### src/rtl/touch_screen_ccc_pkg.sv
// Shared types for the fabric clock-conditioning block:
// channel state, channel config and the reset config.
package touch_screen_ccc_pkg;

  localparam int CCC_DIV_W = 5;
  localparam int CCC_DLY_W = 5;

  typedef enum logic [1:0] {
    ST_BYP,
    ST_DELAY,
    ST_RUN
  } ch_state_e;

  typedef struct packed {
    logic [CCC_DIV_W-1:0] div;
    logic [CCC_DLY_W-1:0] dly;
    logic                 bypass;
  } ccc_cfg_t;

  localparam ccc_cfg_t CFG_RST = '{
    div:    '0,
    dly:    '0,
    bypass: 1'b1
  };

endpackage

### src/rtl/touch_screen_fab_ccc_if.sv
// Channel write port: one-cycle write strobe plus
// the registered acknowledge pulse.
interface touch_screen_fab_ccc_if #(
  parameter int CH_W  = 2,
  parameter int DIV_W = 5,
  parameter int DLY_W = 5
) ();

  logic             WR_EN;
  logic [CH_W-1:0]  WR_CH;
  logic [DIV_W-1:0] WR_DIV;
  logic [DLY_W-1:0] WR_DLY;
  logic             WR_BYPASS;
  logic             WR_ACK;

  modport master (
    output WR_EN, WR_CH, WR_DIV,
    output WR_DLY, WR_BYPASS,
    input  WR_ACK
  );

  modport slave (
    input  WR_EN, WR_CH, WR_DIV,
    input  WR_DLY, WR_BYPASS,
    output WR_ACK
  );

endinterface

### src/rtl/touch_screen_ccc_chan.sv
// One output channel: pending/active config, BYP/DELAY/RUN
// sequencing and CE/GL decode. New configs land only at terminal count.
module touch_screen_ccc_chan
  import touch_screen_ccc_pkg::*;
(
  input  logic     clk,
  input  logic     rst,
  input  logic     wr,
  input  ccc_cfg_t wr_cfg,
  output logic     ce,
  output logic     gl,
  output logic     apply,
  output logic     pend
);

  ch_state_e            state_q, state_d;
  logic [CCC_DIV_W-1:0] cnt_q, cnt_d;
  logic [CCC_DLY_W-1:0] dcnt_q, dcnt_d;
  // dly/bypass are consumed at the apply point,
  // so only the divider survives in the active set
  logic [CCC_DIV_W-1:0] div_q, div_d;
  ccc_cfg_t             pnd_q, pnd_d;
  logic                 pflag_q, pflag_d;

  // apply point, state sequencing and pending capture
  always_comb begin
    state_d = state_q;
    cnt_d   = cnt_q;
    dcnt_d  = dcnt_q;
    div_d   = div_q;
    pnd_d   = pnd_q;
    pflag_d = pflag_q;
    apply   = pflag_q &&
              ((state_q != ST_RUN) || (cnt_q == div_q));
    if (apply) begin
      pflag_d = 1'b0;
      div_d   = pnd_q.div;
      cnt_d   = '0;
      if (pnd_q.bypass) begin
        state_d = ST_BYP;
      end else if (pnd_q.dly == '0) begin
        state_d = ST_RUN;
      end else begin
        state_d = ST_DELAY;
        dcnt_d  = pnd_q.dly;
      end
    end else begin
      case (state_q)
        ST_DELAY: begin
          dcnt_d = dcnt_q - 1'b1;
          if (dcnt_q == CCC_DLY_W'(1)) begin
            state_d = ST_RUN;
            cnt_d   = '0;
          end
        end
        ST_RUN: begin
          cnt_d = (cnt_q == div_q) ? '0
                                   : cnt_q + 1'b1;
        end
        default: ;
      endcase
    end
    // a write coinciding with apply becomes the next pending
    if (wr) begin
      pnd_d   = wr_cfg;
      pflag_d = 1'b1;
    end
  end

  // channel state registers
  always_ff @(posedge clk) begin
    if (rst) begin
      state_q <= ST_BYP;
      cnt_q   <= '0;
      dcnt_q  <= '0;
      div_q   <= CFG_RST.div;
      pnd_q   <= CFG_RST;
      pflag_q <= 1'b0;
    end else begin
      state_q <= state_d;
      cnt_q   <= cnt_d;
      dcnt_q  <= dcnt_d;
      div_q   <= div_d;
      pnd_q   <= pnd_d;
      pflag_q <= pflag_d;
    end
  end

  // outputs decoded from registered state only
  always_comb begin
    ce   = (state_q == ST_BYP) ||
           ((state_q == ST_RUN) && (cnt_q == div_q));
    gl   = (state_q == ST_RUN) && (cnt_q <= (div_q >> 1));
    pend = pflag_q;
  end

endmodule

### src/rtl/touch_screen_fab_ccc.sv
// Fabric CCC top: write decode, WR_ACK, channel array, LOCK.
// TOUCH_SCREEN_FAB_CCC_LOCK_EN builds the stability lock counter.
module touch_screen_fab_ccc
  import touch_screen_ccc_pkg::*;
#(
  parameter int NUM_CH      = 3,
  parameter int DIV_W       = CCC_DIV_W,
  parameter int DLY_W       = CCC_DLY_W,
  parameter int LOCK_CYCLES = 16
) (
  input  logic                  CLK,
  input  logic                  RESET,
  touch_screen_fab_ccc_if.slave bus,
  output logic [NUM_CH-1:0]     CE,
  output logic [NUM_CH-1:0]     GL,
  output logic                  LOCK
);

  localparam int CH_W = (NUM_CH > 1) ? $clog2(NUM_CH) : 1;

  logic [DIV_W-1:0]  wr_div;
  logic [DLY_W-1:0]  wr_dly;
  logic              wr_ok;
  logic              wr_ack_q, wr_ack_d;
  ccc_cfg_t          wr_cfg;
  logic [NUM_CH-1:0] apply_v;
  logic [NUM_CH-1:0] pend_v;

  assign wr_div = bus.WR_DIV;
  assign wr_dly = bus.WR_DLY;

  // write qualification: out-of-range channels are dropped
  always_comb begin
    wr_ok         = bus.WR_EN &&
                    (32'(bus.WR_CH) < NUM_CH);
    wr_ack_d      = wr_ok;
    wr_cfg.div    = CCC_DIV_W'(wr_div);
    wr_cfg.dly    = CCC_DLY_W'(wr_dly);
    wr_cfg.bypass = bus.WR_BYPASS;
  end

  // write acknowledge pulse
  always_ff @(posedge CLK) begin
    if (RESET) wr_ack_q <= 1'b0;
    else       wr_ack_q <= wr_ack_d;
  end

  assign bus.WR_ACK = wr_ack_q;

  for (genvar i = 0; i < NUM_CH; i++) begin : g_ch
    touch_screen_ccc_chan u_chan (
      .clk    (CLK),
      .rst    (RESET),
      .wr     (wr_ok && (bus.WR_CH == CH_W'(i))),
      .wr_cfg (wr_cfg),
      .ce     (CE[i]),
      .gl     (GL[i]),
      .apply  (apply_v[i]),
      .pend   (pend_v[i])
    );
  end

`ifdef TOUCH_SCREEN_FAB_CCC_LOCK_EN
  localparam int LW = $clog2(LOCK_CYCLES + 1);

  logic [LW-1:0] lcnt_q, lcnt_d;

  // stability counter: restarts on any apply or pending write
  always_comb begin
    lcnt_d = lcnt_q;
    if ((|apply_v) || (|pend_v)) begin
      lcnt_d = '0;
    end else if (lcnt_q != LW'(LOCK_CYCLES)) begin
      lcnt_d = lcnt_q + 1'b1;
    end
  end

  // lock counter register
  always_ff @(posedge CLK) begin
    if (RESET) lcnt_q <= '0;
    else       lcnt_q <= lcnt_d;
  end

  assign LOCK = (lcnt_q == LW'(LOCK_CYCLES));
`else
  logic lock_q, lock_d;
  logic lock_unused;

  // without the counter LOCK only tracks reset release
  always_comb begin
    lock_d      = 1'b1;
    lock_unused = ^{apply_v, pend_v};
  end

  // lock flag register
  always_ff @(posedge CLK) begin
    if (RESET) lock_q <= 1'b0;
    else       lock_q <= lock_d;
  end

  assign LOCK = lock_q;
`endif

endmodule

### src/flat_wrapper.sv
// flat-port wrapper written by rule: the top's interface ports become plain ports
module touch_screen_fab_ccc_flat import touch_screen_ccc_pkg::*;
#(
  parameter int NUM_CH      = 3,
  parameter int DIV_W       = CCC_DIV_W,
  parameter int DLY_W       = CCC_DLY_W,
  parameter int LOCK_CYCLES = 16
)
  (CLK, RESET, CE, GL, LOCK, bus_WR_EN, bus_WR_CH, bus_WR_DIV, bus_WR_DLY, bus_WR_BYPASS, bus_WR_ACK);
  touch_screen_fab_ccc_if #(.CH_W(2), .DIV_W(DIV_W), .DLY_W(DLY_W)) bus_i ();
  input  logic CLK;
  input  logic RESET;
  output logic [NUM_CH-1:0] CE;
  output logic [NUM_CH-1:0] GL;
  output logic LOCK;
  input wire logic [$bits(bus_i.WR_EN)-1:0] bus_WR_EN;
  input wire logic [$bits(bus_i.WR_CH)-1:0] bus_WR_CH;
  input wire logic [$bits(bus_i.WR_DIV)-1:0] bus_WR_DIV;
  input wire logic [$bits(bus_i.WR_DLY)-1:0] bus_WR_DLY;
  input wire logic [$bits(bus_i.WR_BYPASS)-1:0] bus_WR_BYPASS;
  output wire logic [$bits(bus_i.WR_ACK)-1:0] bus_WR_ACK;
  assign bus_i.WR_EN = bus_WR_EN;
  assign bus_i.WR_CH = bus_WR_CH;
  assign bus_i.WR_DIV = bus_WR_DIV;
  assign bus_i.WR_DLY = bus_WR_DLY;
  assign bus_i.WR_BYPASS = bus_WR_BYPASS;
  assign bus_WR_ACK = bus_i.WR_ACK;
  touch_screen_fab_ccc #(.NUM_CH(NUM_CH), .DIV_W(DIV_W), .DLY_W(DLY_W), .LOCK_CYCLES(LOCK_CYCLES)) u_core (.CLK(CLK), .RESET(RESET), .bus(bus_i), .CE(CE), .GL(GL), .LOCK(LOCK));
endmodule
### config.mk
export PLATFORM = sky130hd
export DESIGN_NAME = touch_screen_fab_ccc_flat
export DESIGN_NICKNAME = d
export VERILOG_FILES = /design/src/rtl/touch_screen_ccc_pkg.sv /design/src/rtl/touch_screen_fab_ccc_if.sv /design/src/rtl/touch_screen_ccc_chan.sv /design/src/rtl/touch_screen_fab_ccc.sv /design/src/flat_wrapper.sv
export SDC_FILE = /design/constraint.sdc
export NUM_CORES = 1
export LEC_CHECK = 0
export CAP_MARGIN = 20
export CORE_MARGIN = 2
export CORE_UTILIZATION = 45
export CTS_CLUSTER_DIAMETER = 50
export DETAILED_ROUTE_END_ITERATION = 10
export GPL_ROUTABILITY_DRIVEN = 0
export SYNTH_ARGS = -nofsm -noshare
export SYNTH_HDL_FRONTEND = slang
export SYNTH_SLANG_ARGS = --single-unit
### constraint.sdc
create_clock -name CLK -period 2.4 [get_ports CLK]
set_input_delay 0.6 -clock CLK [delete_from_list [all_inputs] [get_ports CLK]]
set_output_delay 0.6 -clock CLK [all_outputs]
set_load 0.01 [all_outputs]
; ---- Word-level counts from Yosys, hierarchy flattened
; Cells that the tools add are included.
[word_totals]
ff_bits = 89
latchBits = 0
ramBits = 0
mem_bits_ro = 0
in_bits = 16
out_inout_bits = 8
wordCells = 155
memories = 0
[classes]
add_sub_neg = 6
n_mul = 0
n_div = 0
magnitude_cmp = 4
eq_ne = 26
n_shift = 0
mux = 43
bitwise_logic = 0
n_reduce_logical = 50
[ops]
columns = op, count
row1 = 5-bit two-way mux, 18
row2 = 2-bit two-way mux, 15
row3 = 5-bit one-hot mux with 2 select lines, 3
row4 = "2-bit != test, second input constant", 12
row5 = 2-bit nonzero test, 12
row6 = "5-bit by 1-bit adder with 5-bit output, second input constant", 3
row7 = "5-bit by 1-bit == test with 1-bit output, second input constant", 3
row8 = 5-bit == test, 3
row9 = 5-bit by 4-bit less-or-equal comparator with 1-bit output, 3
row10 = 5-bit logical NOT, 3
row11 = "5-bit by 1-bit subtractor with 5-bit output, second input constant", 3
row12 = 1-bit logical AND, 13
row13 = 2-bit AND reduction, 6
row14 = 3-bit AND reduction, 3
row15 = "2-bit by 1-bit == test with 1-bit output, second input constant", 4
row16 = "2-bit == test, second input constant", 4
row17 = 2-bit logical NOT, 4
row18 = 1-bit two-way mux, 7
row19 = 1-bit logical OR, 6
row20 = 2-bit OR reduction, 3
row21 = "2-bit < comparator, second input constant", 1

; ---- Logic depth before layout (Yosys ltp)
; Gate-level depths: netlist of the first run.
[logic_depth]
word_depth = 5
mapped_depth = 8

; ---- Hierarchy
; Synthesis of the first run repeated with hierarchy kept, for this count alone.
[hier_totals]
hier_cells = 506
area_unflattened_um2 = 4660.7
[by_module_without_submodules]
columns = module, n_inst, cells_each, area_per_inst_um2
row1 = touch_screen_ccc_chan, 3, 166, 1526.5
row2 = touch_screen_fab_ccc, 1, 8, 81.3

; ---- Worst setup path before layout of the first run
; Ideal clock, no wire load.
[synth_timing]
kind = register -> output
start = register u_core.g_ch[2].u_chan.div_q[2]
end = output GL[2]
t_arrival_ns = 1.464
required_time_ns = 1.800
slack_ns = 0.336
stages_incl_launch_ff = 9
n_path_buf = 1
path_cell_list = dfxtp_1 inv_1 ha_1 nor2b_1 o21a_1 o21ai_0 nand2b_1 a211oi_1 buf_4
[synth_between]
elab_chain_cells = 2
[synth_rtl]
columns = item, line
row1 = from (decl), touch_screen_ccc_chan.sv:21  ; logic [CCC_DIV_W-1:0] div_q, div_d;
row2 = from (signal assigned), touch_screen_ccc_chan.sv:76  ; div_q <= CFG_RST.div;
row3 = from (signal assigned), touch_screen_ccc_chan.sv:83  ; div_q <= div_d;
row4 = 5-bit by 4-bit less-or-equal comparator with 1-bit output, touch_screen_ccc_chan.sv:93  ; gl = (state_q == ST_RUN) && (cnt_q <= (div_q >> 1));
row5 = 1-bit logical AND, touch_screen_ccc_chan.sv:93
row6 = to (decl), flat_wrapper.sv:14  ; output logic [NUM_CH-1:0] GL;
; Every way passes these cells.

; ---- Worst setup path in the final report of the first run
[layout_timing]
start = register u_core.g_ch[1].u_chan.div_q[2]
end = output GL[1]
[layout_between]
elab_chain_cells = 2
[layout_rtl]
columns = item, line
row1 = from (decl), touch_screen_ccc_chan.sv:21
row2 = from (signal assigned), touch_screen_ccc_chan.sv:76
row3 = from (signal assigned), touch_screen_ccc_chan.sv:83
row4 = 5-bit by 4-bit less-or-equal comparator with 1-bit output, touch_screen_ccc_chan.sv:93
row5 = 1-bit logical AND, touch_screen_ccc_chan.sv:93
; Every way passes these cells.

==> flow_metrics.env, run 1 <==
export IMPL_layout_min_cycle_time_ns=2.39
export IMPL_share_of_flip_flops_with_an_asynchronous_set_or_reset_after_synthesis_pct=0
export IMPL_setup_repair_after_global_routing_missed_its_margin="yes"
export IMPL_worst_slew_pin_slew_ns=0.626
export IMPL_clock_tree_htree_level_count=3
export IMPL_drc=0
export IMPL_number_of_sinks_driven_by_the_clock_tree=89
export IMPL_first_global_vias=4202
export IMPL_detailedPlacementHpwl_um=8650
export IMPL_io_pin_count=24
export IMPL_grt_pass1_wl_um=20200
export IMPL_synthCells=597
export IMPL_setup_viol_count_final=0
export IMPL_synth_lib_cells_used_distinct=68
export IMPL_detailedRoute_firstPassIterationCount=5
export IMPL_diodes=0
export IMPL_yosysWarnings=0
export IMPL_ff_latch_count_synth=89
export IMPL_outcome="finished, final reports clean"
export IMPL_worstPathMaxFanout=3
export IMPL_pin_count_of_the_biggest_net_entering_global_routing=82
export IMPL_max_slew_margin_pct=58.0
export IMPL_criticalPathCategory="flip-flop to primary output"
export IMPL_cp_end_kind="primary output"
export IMPL_critPathLaunchType="flip-flop"
export IMPL_peakVddDrop_v=0.000415
export IMPL_timing_critical_path_required_ns=1.80
export IMPL_synth_area_per_cell_um2=8.00
export IMPL_num_nets_final=665
export IMPL_synth_nets=634
export IMPL_postRouteAntennaNets=0
export IMPL_detail_route_wirelength_um=12000
export IMPL_synth_seq_area_share_pct=37.3
export IMPL_max_clock_path_buffers=2
export IMPL_grt_usage_pct=22.0
export IMPL_initial_core_util_pct=46.2
export IMPL_final_layout_size_suffix_gt1_share_pct=16.0
export IMPL_die_w_um=107
export IMPL_p_per_area_nw_per_um2=520
export IMPL_clk_latency_ns=0.36
export IMPL_power_static_leakage_nw=2.13
export IMPL_worst_ep_arrival_time_ns=1.79
export IMPL_via_count=4385
export IMPL_fin_crit_sh_pct=99.5
export IMPL_cts_buffers=9
export IMPL_antenna_violations_before_repair=0
export IMPL_syn_to_final_growth_pct=16.5
export IMPL_row_count=37
export IMPL_core_area_um2=10300
export IMPL_design_die_area_um2=11500
export IMPL_grt_remaining_overflow=0
export IMPL_final_hold_viol_count=0
export IMPL_slew_violations=0
export IMPL_number_of_drc_violations_after_detailed_routing_iteration_0=238
export IMPL_dpl_worst_slack_ns=-0.218
export IMPL_timing_hold_worst_class="flip-flop to flip-flop"
export IMPL_finClkSkew_ns=0.00991
export IMPL_vias_per_cell=5.70
export IMPL_route_detailed_wl_per_inst_um=15.7
export IMPL_cts_root_buf="sky130_fd_sc_hd__clkbuf_8"
export IMPL_ys_flop_type="sky130_fd_sc_hd__dfxtp_1"
export IMPL_mappedNetlistArea_um2=4770
export IMPL_die_height_um=107
export IMPL_clk_pin_slew_ns=0.09
export IMPL_fmax_ghz=0.419
export IMPL_final_setup_worst_slack_ns=0.0116
export IMPL_place_port_buffers=23
export IMPL_timing_max_cap_violations=0
export IMPL_tritoncts="built"
export IMPL_synth_enable_flop_cells=0
export IMPL_design_power_total_mw=2.89
-- metrics by stage --
step / hold slack (ns) / setup TNS, ns / area, um^2 / std cells / util, %
5_1_grt: 0.484 / -0.298 / 5560 / 769 / 53.9
3_3_place_gp: 0.443 / -0.306 / 5260 / 752 / 50.9
6_report: 0.460 / 0 / 5560 / 769 / 53.9
4_1_cts: 0.459 / -0.145 / 5510 / 768 / 53.3
3_5_place_dp: 0.447 / -0.498 / 5260 / 752 / 50.9
2_1_floorplan: 0.435 / 0 / 4770 / 597 / -
-- synth_stat cells, types with 4 or more instances --
cell type,instances,area (um^2)
sky130_fd_sc_hd__ha_1,21,263
sky130_fd_sc_hd__nand4_1,4,25.0
sky130_fd_sc_hd__a211o_1,4,35.0
sky130_fd_sc_hd__buf_2,5,25.0
sky130_fd_sc_hd__a211oi_1,10,75.1
sky130_fd_sc_hd__a41oi_1,9,78.8
sky130_fd_sc_hd__nor3_1,13,65.1
sky130_fd_sc_hd__or4_1,5,37.5
sky130_fd_sc_hd__clkbuf_1,23,86.3
sky130_fd_sc_hd__o32ai_1,6,52.6
sky130_fd_sc_hd__xnor2_1,6,52.6
sky130_fd_sc_hd__or3_1,4,25.0
sky130_fd_sc_hd__o21ai_0,24,120
sky130_fd_sc_hd__nor2b_1,12,75.1
sky130_fd_sc_hd__nor2_1,40,150
sky130_fd_sc_hd__a311oi_1,9,78.8
sky130_fd_sc_hd__nand2_1,89,334
sky130_fd_sc_hd__buf_4,6,45.0
sky130_fd_sc_hd__mux2i_1,8,80.1
sky130_fd_sc_hd__a21oi_1,65,325
sky130_fd_sc_hd__dfxtp_1,89,1780
sky130_fd_sc_hd__o211ai_1,6,45.0
sky130_fd_sc_hd__o21a_1,4,30.0
sky130_fd_sc_hd__inv_1,27,101
sky130_fd_sc_hd__xor2_1,5,43.8
sky130_fd_sc_hd__nand2b_1,11,68.8
sky130_fd_sc_hd__nand3_1,30,150
-- worst max-delay path, cell delays in order, from the launching register on --
cell	delay (ns)
sky130_fd_sc_hd__dfxtp_2	0.36
sky130_fd_sc_hd__inv_2	0.05
sky130_fd_sc_hd__ha_4	0.21
sky130_fd_sc_hd__nor2b_1	0.13
sky130_fd_sc_hd__o21a_1	0.18
sky130_fd_sc_hd__o21ai_2	0.11
sky130_fd_sc_hd__nand2b_1	0.08
sky130_fd_sc_hd__a211oi_2	0.17
sky130_fd_sc_hd__buf_2	0.15
-- layout make-up --
type / count / area, um^2
clock inverter: 6 / 67.6
clock buffer: 10 / 138
fill: 978 / 4760
timing repair buffer: 59 / 484
tap: 136 / 170
multi-input combinational: 440 / 2800
sequential: 89 / 1800
inverter: 29 / 109
-- per-layer routing --
metal  vias up  part of all wire [%]  global-route usage, %
li1       2199                     -                      -
met1      2089                    45                   28.0
met2        75                    49                   37.4
met3        22                   3.1                   4.26
met4         0                   2.2                   7.42
met5         -                     0                      0
-- worst paths after layout --
check | to | start | cells after the start | slack, ns
max reg2reg | u_core.g_ch[0].u_chan.cnt_q[2]$_SDFFE_PP0P_ | u_core.g_ch[0].u_chan.cnt_q[1]$_SDFFE_PP0P_ | 9 | 0.35
max | GL[1] | u_core.g_ch[1].u_chan.div_q[2]$_SDFFE_PP0P_ | 8 | 0.01
min | u_core.g_ch[2].u_chan.pnd_q[9]$_SDFFE_PP0P_ | u_core.g_ch[2].u_chan.pnd_q[9]$_SDFFE_PP0P_ | 2 | 0.46
min reg2reg | u_core.g_ch[2].u_chan.pnd_q[9]$_SDFFE_PP0P_ | u_core.g_ch[2].u_chan.pnd_q[9]$_SDFFE_PP0P_ | 2 | 0.46
-- cells in the final DEF (no fill, tap or decap), types with 4 or more instances in the layout --
cell type                         netlist  final
sky130_fd_sc_hd__nor2b_1               12     11
sky130_fd_sc_hd__dfxtp_1               89     79
sky130_fd_sc_hd__buf_2                  5      5
sky130_fd_sc_hd__o21ai_0               24     21
sky130_fd_sc_hd__a311oi_1               9      9
sky130_fd_sc_hd__o32ai_1                6      6
sky130_fd_sc_hd__nand3_1               30     30
sky130_fd_sc_hd__nand4_1                4      4
sky130_fd_sc_hd__inv_1                 27     24
sky130_fd_sc_hd__a211oi_1              10      7
sky130_fd_sc_hd__or3_1                  4      4
sky130_fd_sc_hd__mux2i_1                8      8
sky130_fd_sc_hd__xor2_1                 5      5
sky130_fd_sc_hd__nor3_1                13     13
sky130_fd_sc_hd__nand2b_1              11     11
sky130_fd_sc_hd__or4_1                  5      5
sky130_fd_sc_hd__a21oi_1               65     63
sky130_fd_sc_hd__o21a_1                 4      4
sky130_fd_sc_hd__clkdlybuf4s50_1        0     16
sky130_fd_sc_hd__nand2_1               89     89
sky130_fd_sc_hd__a211o_1                4      4
sky130_fd_sc_hd__ha_1                  21     18
sky130_fd_sc_hd__a41oi_1                9      9
sky130_fd_sc_hd__clkbuf_8               0     10
sky130_fd_sc_hd__nor2_1                40     40
sky130_fd_sc_hd__dfxtp_2                0      9
sky130_fd_sc_hd__buf_4                  6     35
sky130_fd_sc_hd__o211ai_1               6      6
-- power by group --
group	leakage (nW)	switching, mW	total (mW)	internal, mW
Clock	0.0985	0.562	1.07	0.512
Combinational	1.30	0.162	0.280	0.118
Sequential	0.726	0.0328	1.54	1.51
-- kinds of logic after synthesis --
family / share of synthesized area, %
AO/OA/AOI/OAI: 23.2
XOR/XNOR: 2.02
adder cells (fa/ha/maj): 5.50
buffers and inverters: 6.21
flip-flops: 37.3
multiplexers: 1.68
AND/OR/NAND/NOR: 24.1
-- timing repair --
item	4_1_cts	5_1_grt
pin swaps	3	5
hold buffers	0	0
setup buffers	0	1
resized for setup	40	15
setup endpoints to repair	6	6
-- sequential cells by signal, summed over array words and instances (netlist names) --
| register | count |
|---|---|
| u_core.g_ch.u_chan.cnt_q | 15 |
| u_core.bus.WR_ACK | 1 |
| u_core.g_ch.u_chan.pnd_q | 33 |
| u_core.g_ch.u_chan.pend | 3 |
| u_core.LOCK | 1 |
| u_core.g_ch.u_chan.state_q | 6 |
| u_core.g_ch.u_chan.div_q | 15 |
| u_core.g_ch.u_chan.dcnt_q | 15 |
Note: power is estimated with default switching activity, not from simulation.
==> run 2, diff against run 1 <==
--- a/config.mk
+++ b/config.mk
@@ -10,7 +10,6 @@
 export CORE_UTILIZATION = 45
 export CTS_CLUSTER_DIAMETER = 50
 export DETAILED_ROUTE_END_ITERATION = 10
-export GPL_ROUTABILITY_DRIVEN = 0
 export SYNTH_ARGS = -nofsm -noshare
 export SYNTH_HDL_FRONTEND = slang
 export SYNTH_SLANG_ARGS = --single-unit
==> results of run 2 <==
The final DEF is identical to that of run 1; final timing and power are the same.
